### src/rtl/seg_pkg.sv
// Shared 7-segment constants for the display capture path.
// Patterns are active-high, bit 6 = segment a down to bit 0 = segment g.
package seg_pkg;

    localparam int SEG_A = 6;
    localparam int SEG_B = 5;
    localparam int SEG_C = 4;
    localparam int SEG_D = 3;
    localparam int SEG_E = 2;
    localparam int SEG_F = 1;
    localparam int SEG_G = 0;

    localparam logic [6:0] SEG_BLANK = 7'b0000000;

    // Element k holds the glyph for hex digit k.
    localparam logic [15:0][6:0] SEG_HEX = {
        7'b1000111,  // F
        7'b1001111,  // E
        7'b0111101,  // d
        7'b1001110,  // C
        7'b0011111,  // b
        7'b1110111,  // A
        7'b1111011,  // 9
        7'b1111111,  // 8
        7'b1110000,  // 7
        7'b1011111,  // 6
        7'b1011011,  // 5
        7'b0110011,  // 4
        7'b1111001,  // 3
        7'b1101101,  // 2
        7'b0110000,  // 1
        7'b1111110   // 0
    };

    function automatic logic is_onehot(input logic [31:0] v);
        return (v != 32'd0) && ((v & (v - 32'd1)) == 32'd0);
    endfunction

endpackage

### src/rtl/seg7_decode.sv
// Combinational 7-segment glyph decoder: active-high abcdefg pattern to
// hex nibble, with flags for an all-off digit and an unrecognised glyph.
module seg7_decode
    import seg_pkg::*;
(
    input  logic [6:0] i_seg,
    output logic [3:0] o_nibble,
    output logic       o_blank,
    output logic       o_err
);

    logic w_hit;

    always_comb begin
        o_nibble = 4'd0;
        o_blank  = 1'b0;
        o_err    = 1'b0;
        w_hit    = 1'b0;
        if (i_seg == SEG_BLANK) begin
            o_blank = 1'b1;
        end else begin
            for (int k = 0; k < 16; k++) begin
                if (i_seg == SEG_HEX[k]) begin
                    o_nibble = 4'(k);
                    w_hit    = 1'b1;
                end
            end
            o_err = ~w_hit;
        end
    end

endmodule

### src/rtl/seg_scan_capture.sv
// Receiver for a multiplexed 7-segment bus: samples each digit once it has
// been stable, and publishes the complete frame as a parallel word.
module seg_scan_capture
    import seg_pkg::*;
#(
    parameter int NDIG       = 8,
    parameter int SETTLE     = 4,
    parameter int ACTIVE_LOW = 1
) (
    input  logic              clk,
    input  logic              rst,
    input  logic [6:0]        a_to_g,
    input  logic [NDIG-1:0]   an,
    input  logic              dp,
    output logic [4*NDIG-1:0] value,
    output logic [NDIG-1:0]   dp_mask,
    output logic [NDIG-1:0]   blank_mask,
    output logic [NDIG-1:0]   err_mask,
    output logic              frame_valid,
    output logic              frame_changed
);

    localparam int             BW       = NDIG + 8;
    localparam int             CW       = $clog2(SETTLE);
    localparam logic [CW-1:0]  CNT_MAX  = CW'(SETTLE - 1);
    localparam logic [BW-1:0]  INV_MASK = (ACTIVE_LOW != 0) ? {BW{1'b1}} : {BW{1'b0}};

    logic [BW-1:0]     r_bus_p0;
    logic [BW-1:0]     r_bus_p1;
    logic [CW-1:0]     r_cnt;
    logic              r_captured;
    logic              r_pub_pend;
    logic [NDIG-1:0]   r_seen;
    logic [4*NDIG-1:0] r_sh_val;
    logic [NDIG-1:0]   r_sh_dp;
    logic [NDIG-1:0]   r_sh_blank;
    logic [NDIG-1:0]   r_sh_err;

    logic [NDIG-1:0]   w_an;
    logic [6:0]        w_seg;
    logic              w_dp;
    logic [3:0]        w_nib;
    logic              w_blank;
    logic              w_err;
    logic              w_same;
    logic [CW-1:0]     w_cnt_nxt;
    logic              w_capture;
    logic [NDIG-1:0]   w_seen_nxt;
    logic [7*NDIG-1:0] w_shadow_set;
    logic [7*NDIG-1:0] w_out_set;

    // Stage p0: register the raw bus and normalise to active-high.
    always_ff @(posedge clk) begin
        if (rst) begin
            r_bus_p0 <= '0;
        end else begin
            r_bus_p0 <= {an, a_to_g, dp} ^ INV_MASK;
        end
    end

    assign w_an  = r_bus_p0[BW-1 -: NDIG];
    assign w_seg = r_bus_p0[7:1];
    assign w_dp  = r_bus_p0[0];

    seg7_decode u_dec (
        .i_seg    (w_seg),
        .o_nibble (w_nib),
        .o_blank  (w_blank),
        .o_err    (w_err)
    );

    assign w_same = (r_bus_p0 == r_bus_p1);

    always_comb begin
        w_cnt_nxt = '0;
        if (w_same) begin
            w_cnt_nxt = (r_cnt == CNT_MAX) ? r_cnt : r_cnt + 1'b1;
        end
    end

    // A dwell captures exactly once, on the cycle its count first reaches the limit.
    assign w_capture    = w_same && (w_cnt_nxt == CNT_MAX) && !r_captured
                          && is_onehot(32'(w_an));
    assign w_seen_nxt   = r_seen | (w_capture ? w_an : '0);
    assign w_shadow_set = {r_sh_val, r_sh_dp, r_sh_blank, r_sh_err};
    assign w_out_set    = {value, dp_mask, blank_mask, err_mask};

    // Stage p1: stability tracking, shadow capture and frame publish.
    always_ff @(posedge clk) begin
        if (rst) begin
            r_bus_p1      <= '0;
            r_cnt         <= '0;
            r_captured    <= 1'b0;
            r_pub_pend    <= 1'b0;
            r_seen        <= '0;
            r_sh_val      <= '0;
            r_sh_dp       <= '0;
            r_sh_blank    <= '0;
            r_sh_err      <= '0;
            value         <= '0;
            dp_mask       <= '0;
            blank_mask    <= '0;
            err_mask      <= '0;
            frame_valid   <= 1'b0;
            frame_changed <= 1'b0;
        end else begin
            r_bus_p1   <= r_bus_p0;
            r_cnt      <= w_cnt_nxt;
            r_captured <= w_same && (r_captured || w_capture);
            r_pub_pend <= w_capture && (w_seen_nxt == {NDIG{1'b1}});
            r_seen     <= r_pub_pend ? '0 : w_seen_nxt;
            for (int i = 0; i < NDIG; i++) begin
                if (w_capture && w_an[i]) begin
                    r_sh_val[4*i +: 4] <= w_nib;
                    r_sh_dp[i]         <= w_dp;
                    r_sh_blank[i]      <= w_blank;
                    r_sh_err[i]        <= w_err;
                end
            end
            frame_valid   <= r_pub_pend;
            frame_changed <= r_pub_pend && (w_shadow_set != w_out_set);
            if (r_pub_pend) begin
                value      <= r_sh_val;
                dp_mask    <= r_sh_dp;
                blank_mask <= r_sh_blank;
                err_mask   <= r_sh_err;
            end
        end
    end

endmodule

### config.mk
export PLATFORM = sky130hd
export DESIGN_NAME = seg_scan_capture
export DESIGN_NICKNAME = d
export VERILOG_FILES = /design/src/rtl/seg_pkg.sv /design/src/rtl/seg7_decode.sv /design/src/rtl/seg_scan_capture.sv
export SDC_FILE = /design/constraint.sdc
export NUM_CORES = 1
export LEC_CHECK = 0
export BUFFER_PORTS_ARGS = -buffer_cell sky130_fd_sc_hd__buf_2
export CAP_MARGIN = 10
export CORE_MARGIN = 1
export CORE_UTILIZATION = 55
export DETAILED_ROUTE_END_ITERATION = 6
export PLACE_DENSITY = 0.76
export SLEW_MARGIN = 10
export SYNTH_ARGS = -nofsm -noshare
export SYNTH_HDL_FRONTEND = slang
export SYNTH_SLANG_ARGS = --single-unit
### constraint.sdc
create_clock -name clk -period 4.6 [get_ports clk]
set_input_delay 0.46 -clock clk [delete_from_list [all_inputs] [get_ports clk]]
set_output_delay 0.46 -clock clk [all_outputs]
set_load 0.02 [all_outputs]
==> metrics.md, run 1 <==
| Metric | Value |
|---|---|
| Vias | 4871 |
| Clk_skew | around 0.0053 ns |
| Ys flop type | dfxtp_1 |
| TritonRoute pass-1 iters | 7 |
| Starting DRC count in detailed routing | about 270 |
| GPL Wtd Cong | 0.841 |
| Post-synth EDFFs | 0 |
| Clock Latency Late Sink | 0.42 ns |
| Die footprint | 12500 µm² |
| CP Max Fanout | 8 |
| Average wire per standard cell | 17.3 µm |
| Crit Path Class | flip-flop to flip-flop |
| Net count, final | 732 |
| TNS Setup | 0 ns |
| Complex-gate fraction of the synthesized area | 0.0487 |
| Headroom to the max-slew limit | 0.253 |
| Worst setup EP type | flip-flop |
| Cell area after synthesis | between 6000 and 7000 µm² |
| Post-CTS resize count | 0 |
| Fillers | 930 |
| Achievable Freq | 0.360 GHz |
| Setup WS post-layout | 1.82 ns |
| Count of final max-slew check failures | 0 |
| Synth Register Bits | 158 |
| Simple-Gate Fraction of Synth Area | 0.183 |
| Htree depth | 4 |
| Detailed placement HPWL | 10100 µm |
| Register area share after synthesis | 0.477 |
| Yosys Warn Count | 0 |
| Final period util | 0.604 |
| Clock Sink Count | about 160 |
| First-pass GRT wire length | roughly 24000 µm |
| Post CTS Setup Buffer Count | 0 |
| Most frequent cell after synthesis | dfxtp_1 |
| Post-Synth XOR/XNOR Area | 0.0964 |
| Pwr dens | 393 nW/µm² |
| Outcome | finished, violations left |
| Synth cell count leaders | 158 x dfxtp_1, 127 x nor2_1, 101 x mux2i_1 |
| Failing checks | design-rule violations |
| Ant diodes | 0 |
| Main area contributors after synthesis | dfxtp_1 48%, mux2i_1 15%, nor2_1 7.2%, xor2_1 5.3%, xnor2_1 4.4% |
| Final-report hold violation count | 0 |
| Row cnt | 39 |
| Post-layout min period | roughly 2.8 ns |
| Vias in the first global route | 4649 |
| Netlist cell types | 52 |
| DR vias/cell | 5.60 |
| Layout cells sized above 1 | 0.175 |
| Synthesis-to-finish area growth | 15.0% |
| CP required | ~5 ns |
| Pre-CTS WS | 1.86 ns |
| Hold path cells | 2 |
| # setup viols final | 0 |
| GRT overflow | 0 |
| Cells after Synth | 661 |
| Drt total wl | 15000 µm |
| Max Buffers Root-to-Sink | 2 |
| Syn Area/Cell | 10.0 µm² |
| Syn_nets | 679 |
| Worst-Margin Slew | 1.12 ns |
| Hold buffer count at cts | 0 |
| Port bufs | 75 |
| DRC Markers | 3 |
| Arrival time at the worst endpoint | 3.06 ns |
| Die height | 112 µm |
| Antenna Nets Post-Route | 0 |
| IO Count | 76 |
| TritonCTS clock tree | done |
| Largest family of logic cells by synthesized area | simple AND/OR/NAND/NOR gates |
| Clock root buffer | clkbuf_16 |
| WHS | 0.182 ns |
| Leakage | ~3.4 nW |
| Post-Synth Adder-Cell Area | 0.00151 |
| Synth top area share | 0.477 |
| Initial antenna violation count | 0 |
| CTS Buf Count | 17 |
| Die Width | 112 µm |
| Initial core utilization | 0.573 |
| Hold Path Class | primary input to flip-flop |
| Reg clk slew, reported paths | around 0.060 ns |
| Synth async-reset ratio | 0 |
| Max_cap viols | 0 |
| Global Route Usage Sum | 0.252 |
| Worst Reg-to-Reg Cells | 6 |
| Core region area | about 12000 µm² |
| Worst vdd ir | 0.262 mV |
| Yosys top cell by area | dfxtp_1 |
| Largest net degree at the start of global routing | ~110 |
| Post-synthesis mux area share | 0.156 |
| Unrepaired setup endpoints after global routing | no |
| Critical path startpoint category | flip-flop |
-- cell usage in the layout (no fill, tap or decap), types with 5 or more instances in the layout --
cell type,synthesis,layout
nor2_1,127,127
mux2i_1,101,101
nor4_1,12,12
nand2_1,5,5
nand2b_1,8,8
o21ai_1,6,6
nand3b_1,11,11
xor2_1,40,40
xnor2_1,33,33
o21ai_0,6,6
nand4_1,12,12
a211oi_1,6,6
nor3_1,9,9
clkbuf_16,0,17
inv_1,9,9
nor2b_1,19,19
buf_2,10,74
dfxtp_1,158,157
a21oi_1,6,6
-- routing by layer --
| metal | track usage | share of wire |
|---|---|---|
| met3 | 0.0479 | 0.047 |
| met2 | 0.400 | 0.47 |
| met5 | 0 | 0 |
| met4 | 0.107 | 0.024 |
| met1 | 0.336 | 0.46 |
-- state kept, by name, indices dropped and copies added (netlist names) --
| register | flops |
|---|---|
| r_sh_val | 32 |
| value | 32 |
| r_bus_p0 | 16 |
| r_bus_p1 | 16 |
| blank_mask | 8 |
| dp_mask | 8 |
| err_mask | 8 |
| r_seen | 8 |
| r_sh_blank | 8 |
| r_sh_dp | 8 |
| r_sh_err | 8 |
| r_cnt | 2 |
| frame_changed | 1 |
| frame_valid | 1 |
| r_captured | 1 |
| r_pub_pend | 1 |
-- power by group --
group / internal [mW] / switching, mW
Clock: 0.949 / 0.549
Sequential: 1.38 / 0.0252
Combinational: 0.0364 / 0.0547
Total: 2.37 / 0.629
-- cell type report --
cell class / count / area (µm²) / share of cell area
multi-input combinational: 451 / 3220 / 0.422
sequential: 158 / 3170 / 0.415
clock buffer: 22 / 474 / 0.0622
timing repair buffer: 77 / 393 / 0.0515
tap: 143 / 179 / 0.0235
clock inverter: 10 / 160 / 0.0210
inverter: 9 / 33.8 / 0.00443
-- path summary, 6_finish.rpt --
kind                 from            to  slack [ns]
max reg2reg  r_bus_p0[10]  r_sh_val[20]        1.82
min             a_to_g[6]   r_bus_p0[7]        0.18
max          r_bus_p0[10]  r_sh_val[20]        1.82
min reg2reg      r_cnt[0]      r_cnt[0]        0.45
-- worst max-delay path, stage by stage, from the launching register on --
cell and delay [ns]:
dfxtp_1 0.40, maj3_1 0.39, o21ai_0 0.29, nor2b_1 0.83, nand3_2 0.40, mux2i_1 0.27, nor2_1 0.05
-- cell families (layout without fill, tap and decap cells) --
| family | Yosys count | after routing |
|---|---|---|
| muxes | 102 | 102 |
| buffers and inverters | 52 | 118 |
| xor gates and xnor gates | 73 | 73 |
| adders and majority gates | 1 | 1 |
| AOI/OAI and AO/OA | 47 | 47 |
| DFF | 158 | 158 |
| and+or+nand+nor | 228 | 228 |
-- through the flow --
| step | cell area [µm²] | power [mW] | util | instances |
|---|---|---|---|---|
| floorplan | 6630 | 1.51 | - | 661 |
| detailed placement | 6990 | 1.53 | 0.604 | 838 |
| global route | 7620 | 3.07 | 0.659 | 870 |
| finish | 7620 | 3.00 | 0.659 | 870 |
| global placement | 6990 | 1.52 | 0.604 | 838 |
| CTS | 7620 | 3.00 | 0.659 | 870 |
No activity file was read; power rests on OpenSTA's default activity.
==> run 2: changes to the inputs <==
ABC_AREA = 1   (was not set)
clock period = 2.7 ns   (was 4.6 ns; I/O delays follow)
==> metrics.md, run 2 <==
| Metric | Value |
|---|---|
| Worst R2R End | r_sh_val[10] |
| Max_cap viols | 0 (unchanged) |
| Sequential cell fraction of total power | 0.454 (-0.015) |
| CP required | 3.01 ns (-1.87 ns) |
| Syn_nets | 824 (+21%) |
| Sw frac | 0.208 (-0.00196) |
| Die height | 109 µm (-2.4%) |
| Achievable Freq | 0.471 GHz (+31%) |
| Worst setup EP type | flip-flop |
| Met2 WL | 7690 µm (+10%) |
| Worst vdd ir | 0.454 mV (+73%) |
| Hold path cells | 4 (+2) |
| Global Route Usage Sum | 0.288 (+0.0363) |
| Synth Register Bits | 158 (unchanged) |
| Net count, final | 915 (+25%) |
| Initial core utilization | 0.574 (+0.000978) |
| Die footprint | 11900 µm² (-4.8%) |
| Die Width | 109 µm (-2.4%) |
| Arrival time at the worst endpoint | 2.43 ns (-0.63 ns) |
| Routed wl met3 | 1060 µm (+51%) |
| Starting DRC count in detailed routing | 385 (+41%) |
| Int Power | 4.15 mW (+75%) |
| Final-report hold violation count | 0 (unchanged) |
| Register area share after synthesis | 0.501 (+0.0244) |
| Netlist cell types | 28 (-46%) |
| Post CTS Setup Buffer Count | 0 (unchanged) |
| Yosys top cell by area | dfxtp_1 |
| Commonest cells after routing, fill and taps aside | 158 x dfxtp_1, 145 x nand2_1, 83 x inv_1 |
| Syn Area/Cell | 7.83 µm² (-22%) |
| Leakage | 3.38 nW (-0.90%) |
| GPL Wtd Cong | 0.909 (+8.1%) |
| TritonCTS clock tree | done |
| Fillers | 856 (-8.0%) |
| WHS | 0.208 ns (+0.0267 ns) |
| Worst hold endpoint | r_pub_pend |
| Synth async-reset ratio | 0 (unchanged) |
| First-pass GRT wire length | 25900 µm (+6.3%) |
| Synth top area share | 0.501 (+0.0244) |
| Headroom to the max-slew limit | 0.482 (+0.228) |
| Sw Pwr | 1.09 mW (+73%) |
| Ant diodes | 0 (unchanged) |
| CP max stage cell | dfxtp_1 |
| Cells after Synth | 806 (+22%) |
| Htree depth | 4 (unchanged) |
| Antenna Nets Post-Route | 0 (unchanged) |
| CP bufs+invs | 1 (+1) |
| Worst-Margin Slew | 0.776 ns (-0.345 ns) |
| Core region area | 11000 µm² (-5.0%) |
| DR vias/cell | 5.47 (-2.3%) |
| Gate power share | 0.034 (+0.004) |
| Wire length on met1 | 7030 µm (+0.96%) |
| Pwr dens | 685 nW/µm² (+74%) |
| Post-synth EDFFs | 0 (unchanged) |
| Port bufs | 75 (unchanged) |
| TritonRoute pass-1 iters | 6 (-1) |
| DRC Markers | 0 (-3) |
| Post-layout min period | 2.12 ns (-0.654 ns) |
| R2R Setup Slk | 0.58 ns (-1.25 ns) |
| Reg clk slew, reported paths | 0.06 ns (about the same) |
| Pre-CTS WS | 0.631 ns (-1.23 ns) |
| Overall power consumption | 5.24 mW (+75%) |
| Clk_skew | 0.00672 ns (+0.00138 ns) |
| Initial antenna violation count | 0 (unchanged) |
| Ys flop type | dfxtp_1 |
| Commonest non-fill, non-tap cell in the layout | dfxtp_1 |
| GRT overflow | 0 (unchanged) |
| # setup viols final | 0 (unchanged) |
| Vias in the first global route | 5460 (+17%) |
| HP Start | rst |
| Yosys Warn Count | 0 (unchanged) |
| Count of final max-slew check failures | 0 (unchanged) |
| Most frequent cell after synthesis | dfxtp_1 |
| Final period util | 0.787 (+0.183) |
| Layout cells sized above 1 | 0.151 (-0.0241) |
| RR Startpoint | r_bus_p0[8] |
| Unrepaired setup endpoints after global routing | no |
| Max Buffers Root-to-Sink | 2 (unchanged) |
| Critical path startpoint category | flip-flop |
| Largest regs | r_sh_val: 32 flops, value: 32 flops |
| Main area contributors after synthesis | dfxtp_1 50%, nand2_1 8.6%, xnor2_1 7.1%, o21ai_0 5.9%, a21oi_1 5.6% |
| Core Util, Final | 0.696 (+0.0364) |
| Synthesis-to-finish area growth | 21.1% |
| Clock Latency Late Sink | 0.43 ns (about the same) |
| Drt total wl | 16300 µm (+8.4%) |
| CTS Buf Count | 17 (unchanged) |
| Max stage delay on crit path | 0.34 ns (-0.49 ns) |
| CP Max Fanout | 10 (+2) |
| Vias | 5745 (+18%) |
| Hold Path Class | primary input to flip-flop |
| Crit Path Class | flip-flop to flip-flop |
| Max Used Layer | met4 |
| Clock root buffer | clkbuf_16 |
| Setup WS post-layout | 0.576 ns (-1.25 ns) |
| Largest net degree at the start of global routing | 43 (-59%) |
| Delay-heaviest family, CP | simple AND/OR/NAND/NOR gates |
| Clock share of power | 0.513 (+0.013) |
| Average wire per standard cell | 15.5 µm (-10%) |
| Outcome | finished clean |
| Cell area after synthesis | 6310 µm² (-4.9%) |
| Detailed placement HPWL | 10800 µm (+7.4%) |
| IO Count | 76 (unchanged) |
| Clock Sink Count | 158 (unchanged) |
| Worst Reg-to-Reg Cells | 10 (+4) |
| CP Cell Sequence | nor2_2 > nand2_1 > o21ai_1 > nand2_1 > nor2_4 > nand2_4 > nor2_4 > inv_2 > o21ai_0 > a21oi_1 |
| TNS Setup | 0 ns (unchanged) |
| Row cnt | 38 (-2.6%) |
| Synth cell count leaders | 158 x dfxtp_1, 145 x nand2_1, 84 x inv_1 |
-- run 2: cell count changes in the layout (fill, tap and decap cells not counted), sizes merged, moves of 34 or more --
cell and delta:
nand2 +141, mux2i -102, inv +82, a21oi +65, nand3 +62, o21ai +60, nor2 -53, xor2 -34
-- run 2: per-layer routing --
| layer | global-route usage | vias up |
|---|---|---|
| li1 | - | 2794 |
| met1 | 0.354 | 2710 |
| met2 | 0.463 | 208 |
| met3 | 0.0795 | 33 |
| met4 | 0.142 | 0 |
| met5 | 0 | - |
-- run 2: cell families (layout without fill, tap and decap cells) --
kind of cell           Yosys count  in the layout  synth area share
buffers and inverters          121            225            0.0736
flip-flops                     158            158             0.501
AND/OR/NAND/NOR                313            313             0.219
AO/OA/AOI/OAI                  157            157             0.127
XOR/XNOR                        57             57            0.0792
-- run 2: through the flow --
step,cell area [µm²],instances
floorplan,6310,806
global placement,6810,1002
detailed placement,6810,1002
CTS,7640,1050
global route,7640,1050
finish,7640,1050
-- run 2: repair_timing --
action                                 4_1_cts  5_1_grt
endpoints found under the hold margin       16        0
hold buffers                                16        0
gates resized for setup                      0        0
-- run 2: worst max path at each step --
stage	from	to	cells after the start
6_report	r_bus_p0[8]	r_sh_val[10]	10
5_1_grt	r_bus_p0[6]	r_sh_val[24]	9
4_1_cts	r_bus_p0[8]	r_sh_val[10]	10
3_5_place_dp	r_bus_p0[5]	r_sh_err[6]	10
3_3_place_gp	r_bus_p0[5]	r_sh_err[6]	10
2_1_floorplan	r_bus_p0[5]	r_sh_val[11]	11
-- run 2: area by class of cell --
class                   instances  area [µm²]  share of cell area
repair buffers                100         603              0.0789
well taps                     140         175              0.0229
multi-input cells             527        2680               0.351
clock inverters                15         244              0.0319
inverters                      93         350              0.0458
flip-flops and latches        158        3160               0.414
clock buffers                  17         425              0.0557
-- run 2: tightest hold or removal path, cell delays in order --
cell,delay (ns)
buf_2,0.14
a211oi_1,0.08
nand2_1,0.07
nor2_1,0.03
-- run 2: power by group through the flow --
stage,Combinational (mW),Sequential (mW),Clock (mW)
after CTS,0.172,2.38,2.70
after floorplan,0.113,2.42,0
after global placement,0.149,2.43,0
after detailed placement,0.151,2.43,0
after global routing,0.194,2.38,2.81
final,0.176,2.38,2.68
